$ cat src/rtl/tcdm_bank_responder.sv
// TCDM target endpoint: a small word-addressed bank behind one network output
// port. Read data returns one cycle after grant. An optional stall generator
// withholds grants to create back-pressure for the upstream routers.
module tcdm_bank_responder #(
  parameter int unsigned AddWidth    = 8,
  parameter int unsigned MemAddWidth = 4,
  parameter int unsigned DataWidth   = 32,
  parameter int unsigned StallMode   = 0,
  parameter int unsigned StallPeriod = 4,
  parameter logic [7:0]  LfsrSeed    = 8'hA5,
  localparam int unsigned BeWidth      = DataWidth / 8,
  localparam int unsigned ReqDataWidth = 1 + BeWidth + DataWidth
) (
  input  logic                    clk_i,
  input  logic                    rst_ni,
  input  logic                    req_i,
  output logic                    gnt_o,
  input  logic [AddWidth-1:0]     add_i,
  input  logic [ReqDataWidth-1:0] data_i,
  output logic [DataWidth-1:0]    rdata_o,
  output logic [15:0]             req_cnt_o,
  output logic [15:0]             stall_cnt_o
);

  localparam int unsigned NumWords = 2 ** MemAddWidth;
  localparam int unsigned PerW     = (StallPeriod > 2) ? $clog2(StallPeriod) : 1;
  localparam logic [PerW-1:0] PerLast = PerW'(StallPeriod - 1);
  // A zero seed would lock the LFSR, so it is bumped to 1.
  localparam logic [7:0] SeedEff = (LfsrSeed == 8'h00) ? 8'h01 : LfsrSeed;
  // Taps for x^8+x^6+x^5+x^4+1 on bits 7,5,4,3.
  localparam logic [7:0] LfsrTaps = 8'hB8;

  if (MemAddWidth > AddWidth) begin : g_chk_add
    $error("MemAddWidth must not exceed AddWidth");
  end
  if ((DataWidth % 8) != 0) begin : g_chk_dw
    $error("DataWidth must be a multiple of 8");
  end
  if ((StallMode == 1) && (StallPeriod < 2)) begin : g_chk_per
    $error("StallPeriod must be >= 2 in periodic stall mode");
  end

  logic [NumWords-1:0][BeWidth-1:0][7:0] mem_q;
  logic [DataWidth-1:0]   rdata_q;
  logic [15:0]            req_cnt_q, stall_cnt_q;
  logic [PerW-1:0]        per_cnt_q;
  logic [7:0]             lfsr_q;
  logic                   stall;

  logic [MemAddWidth-1:0] idx;
  logic                   wen;
  logic [BeWidth-1:0]     be;
  logic [BeWidth-1:0][7:0] wdata;
  logic                   add_unused;

  assign idx   = add_i[AddWidth-1 -: MemAddWidth];
  assign wen   = data_i[ReqDataWidth-1];
  assign be    = data_i[DataWidth +: BeWidth];
  assign wdata = data_i[DataWidth-1:0];
  // Low address bits carry no information for a word-addressed bank.
  assign add_unused = ^add_i;

  // Stall decision is taken only from registered state.
  always_comb begin
    stall = 1'b0;
    if (StallMode == 1)      stall = (per_cnt_q == PerLast);
    else if (StallMode == 2) stall = lfsr_q[7];
  end

  assign gnt_o       = req_i & ~stall & rst_ni;
  assign rdata_o     = rdata_q;
  assign req_cnt_o   = req_cnt_q;
  assign stall_cnt_o = stall_cnt_q;

  // Free-running stall generators, independent of traffic.
  always_ff @(posedge clk_i) begin
    if (!rst_ni) begin
      per_cnt_q <= '0;
      lfsr_q    <= SeedEff;
    end else begin
      per_cnt_q <= (per_cnt_q == PerLast) ? '0 : per_cnt_q + PerW'(1);
      lfsr_q    <= {lfsr_q[6:0], ^(lfsr_q & LfsrTaps)};
    end
  end

  // Bank access: read-before-write, byte-enabled writes, one access per grant.
  always_ff @(posedge clk_i) begin
    if (!rst_ni) begin
      mem_q   <= '0;
      rdata_q <= '0;
    end else if (gnt_o) begin
      rdata_q <= mem_q[idx];
      if (wen) begin
        for (int b = 0; b < BeWidth; b++) begin
          if (be[b]) mem_q[idx][b] <= wdata[b];
        end
      end
    end
  end

  // Saturating transaction and stall-cycle counters.
  always_ff @(posedge clk_i) begin
    if (!rst_ni) begin
      req_cnt_q   <= '0;
      stall_cnt_q <= '0;
    end else begin
      if (gnt_o && (req_cnt_q != 16'hFFFF)) req_cnt_q <= req_cnt_q + 16'd1;
      if (req_i && !gnt_o && (stall_cnt_q != 16'hFFFF))
        stall_cnt_q <= stall_cnt_q + 16'd1;
    end
  end

endmodule
$ cat config.mk
export PLATFORM = sky130hd
export DESIGN_NAME = tcdm_bank_responder
export DESIGN_NICKNAME = d
export VERILOG_FILES = /design/src/rtl/tcdm_bank_responder.sv
export SDC_FILE = /design/constraint.sdc
export NUM_CORES = 1
export LEC_CHECK = 0
export ABC_AREA = 1
export BUFFER_PORTS_ARGS = -buffer_cell sky130_fd_sc_hd__buf_2
export CORE_MARGIN = 3
export CORE_UTILIZATION = 64
export DETAILED_ROUTE_END_ITERATION = 10
export PLACE_DENSITY = 0.82
export SLEW_MARGIN = 20
export SYNTH_ARGS = -nofsm -noshare
export SYNTH_HDL_FRONTEND = slang
export SYNTH_SLANG_ARGS = --single-unit
$ cat constraint.sdc
create_clock -name clk_i -period 4.8 [get_ports clk_i]
set_input_delay 0.72 -clock clk_i [delete_from_list [all_inputs] [get_ports clk_i]]
set_output_delay 0.72 -clock clk_i [all_outputs]
set_load 0.05 [all_outputs]
==> After elaboration in Yosys (flattened, before gate mapping) <==
Cells that the tools add are included.
{ "op_classes": {"add_sub_neg": 2, "order_cmp": 2, "n_eq_ne": 2, "mux": 27, "bitwise": 1, "n_reduce_logical": 6} }
{ "ops": {"columns": ["operator", "n"], "rows": [
  ["two-way mux 512 bit", 13],
  ["bitwise mux 512 bit", 4],
  ["demux 32 bit (select 4 bit)", 4],
  ["binary-select mux 32 bit (select 4 bit)", 1],
  ["two-way mux 32 bit", 2],
  ["adder 16 x 1 -> 16 bit (second input constant)", 2],
  ["inequality test 16 bit (second input constant)", 2],
  ["two-way mux 24 bit", 1],
  ["two-way mux 16 bit", 1],
  ["two-way mux 8 bit", 1],
  ["less-than comparator 4 x 5 -> 1 bit (second input constant)", 1],
  [">= comparator 4 x 1 -> 1 bit (second input constant)", 1],
  ["logical AND 1 bit", 4],
  ["AND reduction 2 bit", 1],
  ["bitwise AND 1 bit", 1],
  ["zero test 1 bit", 1]
]} }
{ "word_totals": {"regBits": 576, "output_inout_bits": 65, "word_cells": 107} }

==> Longest topological paths before layout <==
{ "logic_depth": {"depth_word": 21, "depth_mapped": 12, "ltp_nobuf": 10} }

==> Worst setup path after synthesis <==
OpenSTA, ideal clock, no wires.
{ "synth_timing": {"path_kind": "input to output", "start": "in req_i", "end": "out gnt_o", "t_arrival_ns": 1.462, "required_time_ns": 4.080, "slack_ns": 2.618, "cell_stages": 3, "path_buffers": 1, "path_cell_list": "nand2_1 > inv_2 > clkbuf_1"} }
{ "synth_between": {"elab_chain_cells": 1} }
{ "synth_lines": {"columns": ["item", "line_no", "text"], "rows": [
  ["from (decl)", "16", "input logic req_i,"],
  ["bitwise AND 1 bit", "70", "assign gnt_o = req_i & ~stall & rst_ni;"],
  ["to (decl)", "17", "output logic gnt_o,"]
]} }
No other way between the ends.

==> Final worst setup path <==
{ "layout_timing": {"start": "in rst_ni", "end": "out gnt_o"} }
{ "layout_between": {"elab_chain_cells": 1} }
{ "layout_lines": {"columns": ["item", "line_no", "text"], "rows": [
  ["from (decl)", "15", "input logic rst_ni,"],
  ["bitwise AND 1 bit", "70", null]
]} }
No other way between the ends.

==> flow_summary.html <==
<table>
<tr><th>Metric</th><th>Value</th></tr>
<tr><th colspan="2">Logic synthesis</th></tr>
<tr><td>Yosys warns</td><td>0</td></tr>
<tr><td>Yosys cell types</td><td>27</td></tr>
<tr><td>Post-synthesis cell count</td><td>4014</td></tr>
<tr><td>Mean Syn Cell Area</td><td>6.49 um2</td></tr>
<tr><td>Share of synthesized area occupied by flip-flops and latches</td><td>0.443</td></tr>
<tr><td>Cell area after technology mapping</td><td>around 26000 um2</td></tr>
<tr><td>Flops &amp; latches, synth</td><td>576</td></tr>
<tr><td>Post-Synthesis Net Count</td><td>4063</td></tr>
<tr><th colspan="2">Worst setup path</th></tr>
<tr><td>Crit path max-delay family</td><td>buffers and inverters</td></tr>
<tr><td>Critical path data arrival time</td><td>around 2.3 ns</td></tr>
<tr><td>Worst stage delay on the critical path</td><td>between 0.4 and 0.5 ns</td></tr>
<tr><td>Series of cell instances along the critical path</td><td>buf_8 -&gt; nand2_1 -&gt; inv_2 -&gt; buf_4 -&gt; buf_2</td></tr>
<tr><td>Standard cell with the maximum stage delay on the critical path</td><td>sky130_fd_sc_hd__buf_4</td></tr>
<tr><td>Reg2Reg Setup Slack</td><td>between 2 and 3 ns</td></tr>
<tr><td>Total buffers and inverters traversed by the critical path</td><td>4</td></tr>
<tr><td>Startpoint types</td><td>primary input</td></tr>
<tr><td>Critical path class</td><td>primary input to primary output</td></tr>
<tr><td>Data required time of the critical path</td><td>~4.1 ns</td></tr>
<tr><td>Worst Path Max Fanout</td><td>93</td></tr>
<tr><td>Critical path capture point type</td><td>primary output</td></tr>
<tr><th colspan="2">CTS</th></tr>
<tr><td>Sink count of the clock tree</td><td>576</td></tr>
<tr><td>Hold buffer count at cts</td><td>0</td></tr>
<tr><td>CTS tree</td><td>yes</td></tr>
<tr><td>Maximum clock insertion buffer count</td><td>3</td></tr>
<tr><td>CTS H-tree lvls</td><td>2</td></tr>
<tr><td>Clock transition at path regs</td><td>0.06 ns</td></tr>
<tr><td>Post-CTS setup buffer count</td><td>0</td></tr>
<tr><td>Insertion delay of the later-clocked pin in the worst-skew pair</td><td>0.61 ns</td></tr>
<tr><td>Count of instances resized after the clock tree is built</td><td>0</td></tr>
<tr><td>Number of buffers created by CTS</td><td>57</td></tr>
<tr><td>Cell chosen for the clock root</td><td>sky130_fd_sc_hd__clkbuf_16</td></tr>
<tr><th colspan="2">Timing</th></tr>
<tr><td>Maximum clock rate</td><td>332 MHz</td></tr>
<tr><td>Final-report setup violation count</td><td>0</td></tr>
<tr><td>Tightest Pin Transition</td><td>between 1 and 1.5 ns</td></tr>
<tr><td>Setup clock skew after layout</td><td>0.0124 ns</td></tr>
<tr><td>Relative slew slack</td><td>0.178</td></tr>
<tr><td>Final Hold Slack</td><td>0.422 ns</td></tr>
<tr><td>Final period util</td><td>0.628</td></tr>
<tr><td>Slew Limit Fails</td><td>0</td></tr>
<tr><td>Unrepaired setup endpoints after global routing</td><td>false</td></tr>
<tr><td>Final-layout setup total negative slack</td><td>0 ns</td></tr>
<tr><td>Post-layout minimum cycle time</td><td>3.01 ns</td></tr>
<tr><td>Final hold violation count</td><td>0</td></tr>
<tr><th colspan="2">Cells and area</th></tr>
<tr><td>Register Area</td><td>11500 um2</td></tr>
<tr><td>Area growth, synth to finish</td><td>8.86%</td></tr>
<tr><td>Layout Nets</td><td>4024</td></tr>
<tr><td># fillers</td><td>around 3500</td></tr>
<tr><td>Fraction of layout instances using a drive strength above 1</td><td>0.0881</td></tr>
<tr><td>Multi-input gate area in the final layout</td><td>~13000 um2</td></tr>
<tr><td>Final core area utilization</td><td>0.709</td></tr>
<tr><th colspan="2">Detailed routing</th></tr>
<tr><td>Drc violations</td><td>0</td></tr>
<tr><td>Met3 WL post-DR</td><td>6740 um</td></tr>
<tr><td>Routed metal-1 wirelength</td><td>approximately 33000 um</td></tr>
<tr><td>WL/cell</td><td>between 15 and 20 um</td></tr>
<tr><td>Detailed Routing Iterations Pass 1</td><td>6</td></tr>
<tr><td>Routed via count</td><td>25000</td></tr>
<tr><td>Final Routed Wirelength</td><td>75000 um</td></tr>
<tr><td>Top sig layer</td><td>met5</td></tr>
<tr><td>Detail Route met2 WL</td><td>33100 um</td></tr>
<tr><td>First-iteration detailed-routing DRC count</td><td>3014</td></tr>
<tr><td>Antenna violation net count after detailed routing</td><td>0</td></tr>
<tr><td>Post-DR vias/cell</td><td>5.50</td></tr>
<tr><th colspan="2">Global route</th></tr>
<tr><td>Pin count of the biggest net entering global routing</td><td>228</td></tr>
<tr><td>Remaining global-route overflow</td><td>0</td></tr>
<tr><td>Total Routing Usage GR</td><td>0.332</td></tr>
<tr><td>Via count of the first global-routing pass</td><td>22400</td></tr>
<tr><td>First-pass GRT wire length</td><td>118000 um</td></tr>
<tr><td>Number of antenna violations at the first check in global routing</td><td>3</td></tr>
<tr><th colspan="2">Floorplanning</th></tr>
<tr><td>DIE HEIGHT</td><td>208 um</td></tr>
<tr><td>Die boundary width</td><td>208 um</td></tr>
<tr><td>Effective utilization at floorplan</td><td>0.651</td></tr>
<tr><td>Rows</td><td>73</td></tr>
<tr><td>IO Count</td><td>113</td></tr>
<tr><td>Std-Cell Core Area</td><td>40000 um2</td></tr>
<tr><td>Area of the die</td><td>43200 um2</td></tr>
<tr><th colspan="2">Worst hold path</th></tr>
<tr><td>Worst hold-check path type</td><td>flop to flop</td></tr>
<tr><th colspan="2">Placed design</th></tr>
<tr><td>Post-DP HPWL</td><td>44400 um</td></tr>
<tr><td>Number of buffers inserted by port buffering</td><td>108</td></tr>
<tr><td>Final Wtd Congestion</td><td>0.865</td></tr>
<tr><th colspan="2">Power and ir drop</th></tr>
<tr><td>Pwr Density</td><td>345 nW/um2</td></tr>
<tr><td>P_leak</td><td>approximately 13 nW</td></tr>
<tr><td>VDD IR max</td><td>0.315 mV</td></tr>
<tr><th colspan="2">Flow run</th></tr>
<tr><td>Maxcap violations</td><td>0</td></tr>
<tr><th colspan="2">Run status</th></tr>
<tr><td>Status</td><td>completed</td></tr>
</table>
==> state kept, by name, indices dropped and copies added, names as in the netlist <==
name and cells:
req_cnt_o 16, mem_q 512, rdata_o 32, stall_cnt_o 16
==> final cells by class <==
type / instances / share of cell area
multi-input combinational: 3030 / 0.454
sequential: 576 / 0.407
clock buffer: 84 / 0.0595
inverter: 187 / 0.0251
timing repair buffer: 123 / 0.0247
tap: 525 / 0.0232
clock inverter: 20 / 0.00648
antenna: 1 / 0.0000882
==> worst paths after layout <==
check                                     from             end  depth (start not counted)
worst max-delay path                    rst_ni           gnt_o                          5
worst max register to register    req_cnt_o[0]    req_cnt_o[3]                          7
worst min register to register  stall_cnt_o[5]  stall_cnt_o[5]                          2
worst min-delay path            stall_cnt_o[5]  stall_cnt_o[5]                          2
==> worst reg2reg max path: stages (launching register included) <==
cell and delay (ns):
sky130_fd_sc_hd__dfxtp_1 0.46, sky130_fd_sc_hd__ha_1 0.31, sky130_fd_sc_hd__nand2_1 0.08, sky130_fd_sc_hd__nor2_1 0.11
sky130_fd_sc_hd__nand2_1 0.13, sky130_fd_sc_hd__o21ai_1 0.63, sky130_fd_sc_hd__nand2_1 0.12, sky130_fd_sc_hd__a21oi_1 0.19
==> logic make-up after synthesis <==
logic type	synth area share
buffers and inverters	0.0627
XOR/XNOR	0.00202
AO/OA/AOI/OAI	0.141
AND/OR/NAND/NOR	0.351
flip-flops	0.443
adder cells (fa/ha/maj)	0.000480
==> metal layers <==
metal / vias up / track usage
met5: - / 0
met4: 4 / 0.102
met2: 985 / 0.521
met3: 176 / 0.0653
met1: 11300 / 0.466
li1: 12500 / -
==> synthesized netlist by cell type (all sizes together) <==
library cell | number | area [um2]
dfxtp | 576 | 11500
and2 | 1 | 6.26
buf | 78 | 392
xor2 | 4 | 35.0
nand4 | 5 | 31.3
clkinv | 2 | 8.75
a21oi | 106 | 531
nor2 | 915 | 3840
nand3 | 48 | 240
o21ai | 628 | 3140
inv | 185 | 697
nor3 | 1 | 5.00
clkbuf | 143 | 537
ha | 1 | 12.5
xnor2 | 2 | 17.5
nand2 | 1319 | 5030
==> power breakdown <==
part | leakage (nW) | internal (mW) | switching (mW)
Clock | 0.932 | 2.58 | 1.90
Sequential | 4.64 | 4.80 | 0.0100
Combinational | 7.79 | 0.0716 | 0.417
Total | 13.4 | 7.45 | 2.33
==> placed cells by master, fill, tap and decap left out, types with 11 or more instances in the layout <==
cell type	instances
sky130_fd_sc_hd__clkbuf_8	16
sky130_fd_sc_hd__clkinv_2	15
sky130_fd_sc_hd__o21ai_0	581
sky130_fd_sc_hd__buf_2	105
sky130_fd_sc_hd__a21oi_1	106
sky130_fd_sc_hd__inv_2	61
sky130_fd_sc_hd__nor2_1	861
sky130_fd_sc_hd__o21ai_1	47
sky130_fd_sc_hd__nand2_2	14
sky130_fd_sc_hd__nand3_1	48
sky130_fd_sc_hd__buf_4	14
sky130_fd_sc_hd__inv_1	122
sky130_fd_sc_hd__nand2_1	1299
sky130_fd_sc_hd__dfxtp_1	576
sky130_fd_sc_hd__nor2_4	45
sky130_fd_sc_hd__clkbuf_16	57
sky130_fd_sc_hd__clkbuf_1	11
==> stage by stage <==
stage          total power [mW]  instance area [um2]  setup WS, ns  instances
6_report                   9.78                28400          1.79       4546
5_1_grt                    10.0                28400          1.71       4545
2_1_floorplan              5.22                26100          2.62       4014
4_1_cts                    9.80                28400          1.84       4545
3_5_place_dp               5.39                26500          1.41       4441
3_3_place_gp               5.38                26500          1.44       4441
(Power assumes the default switching activity.)
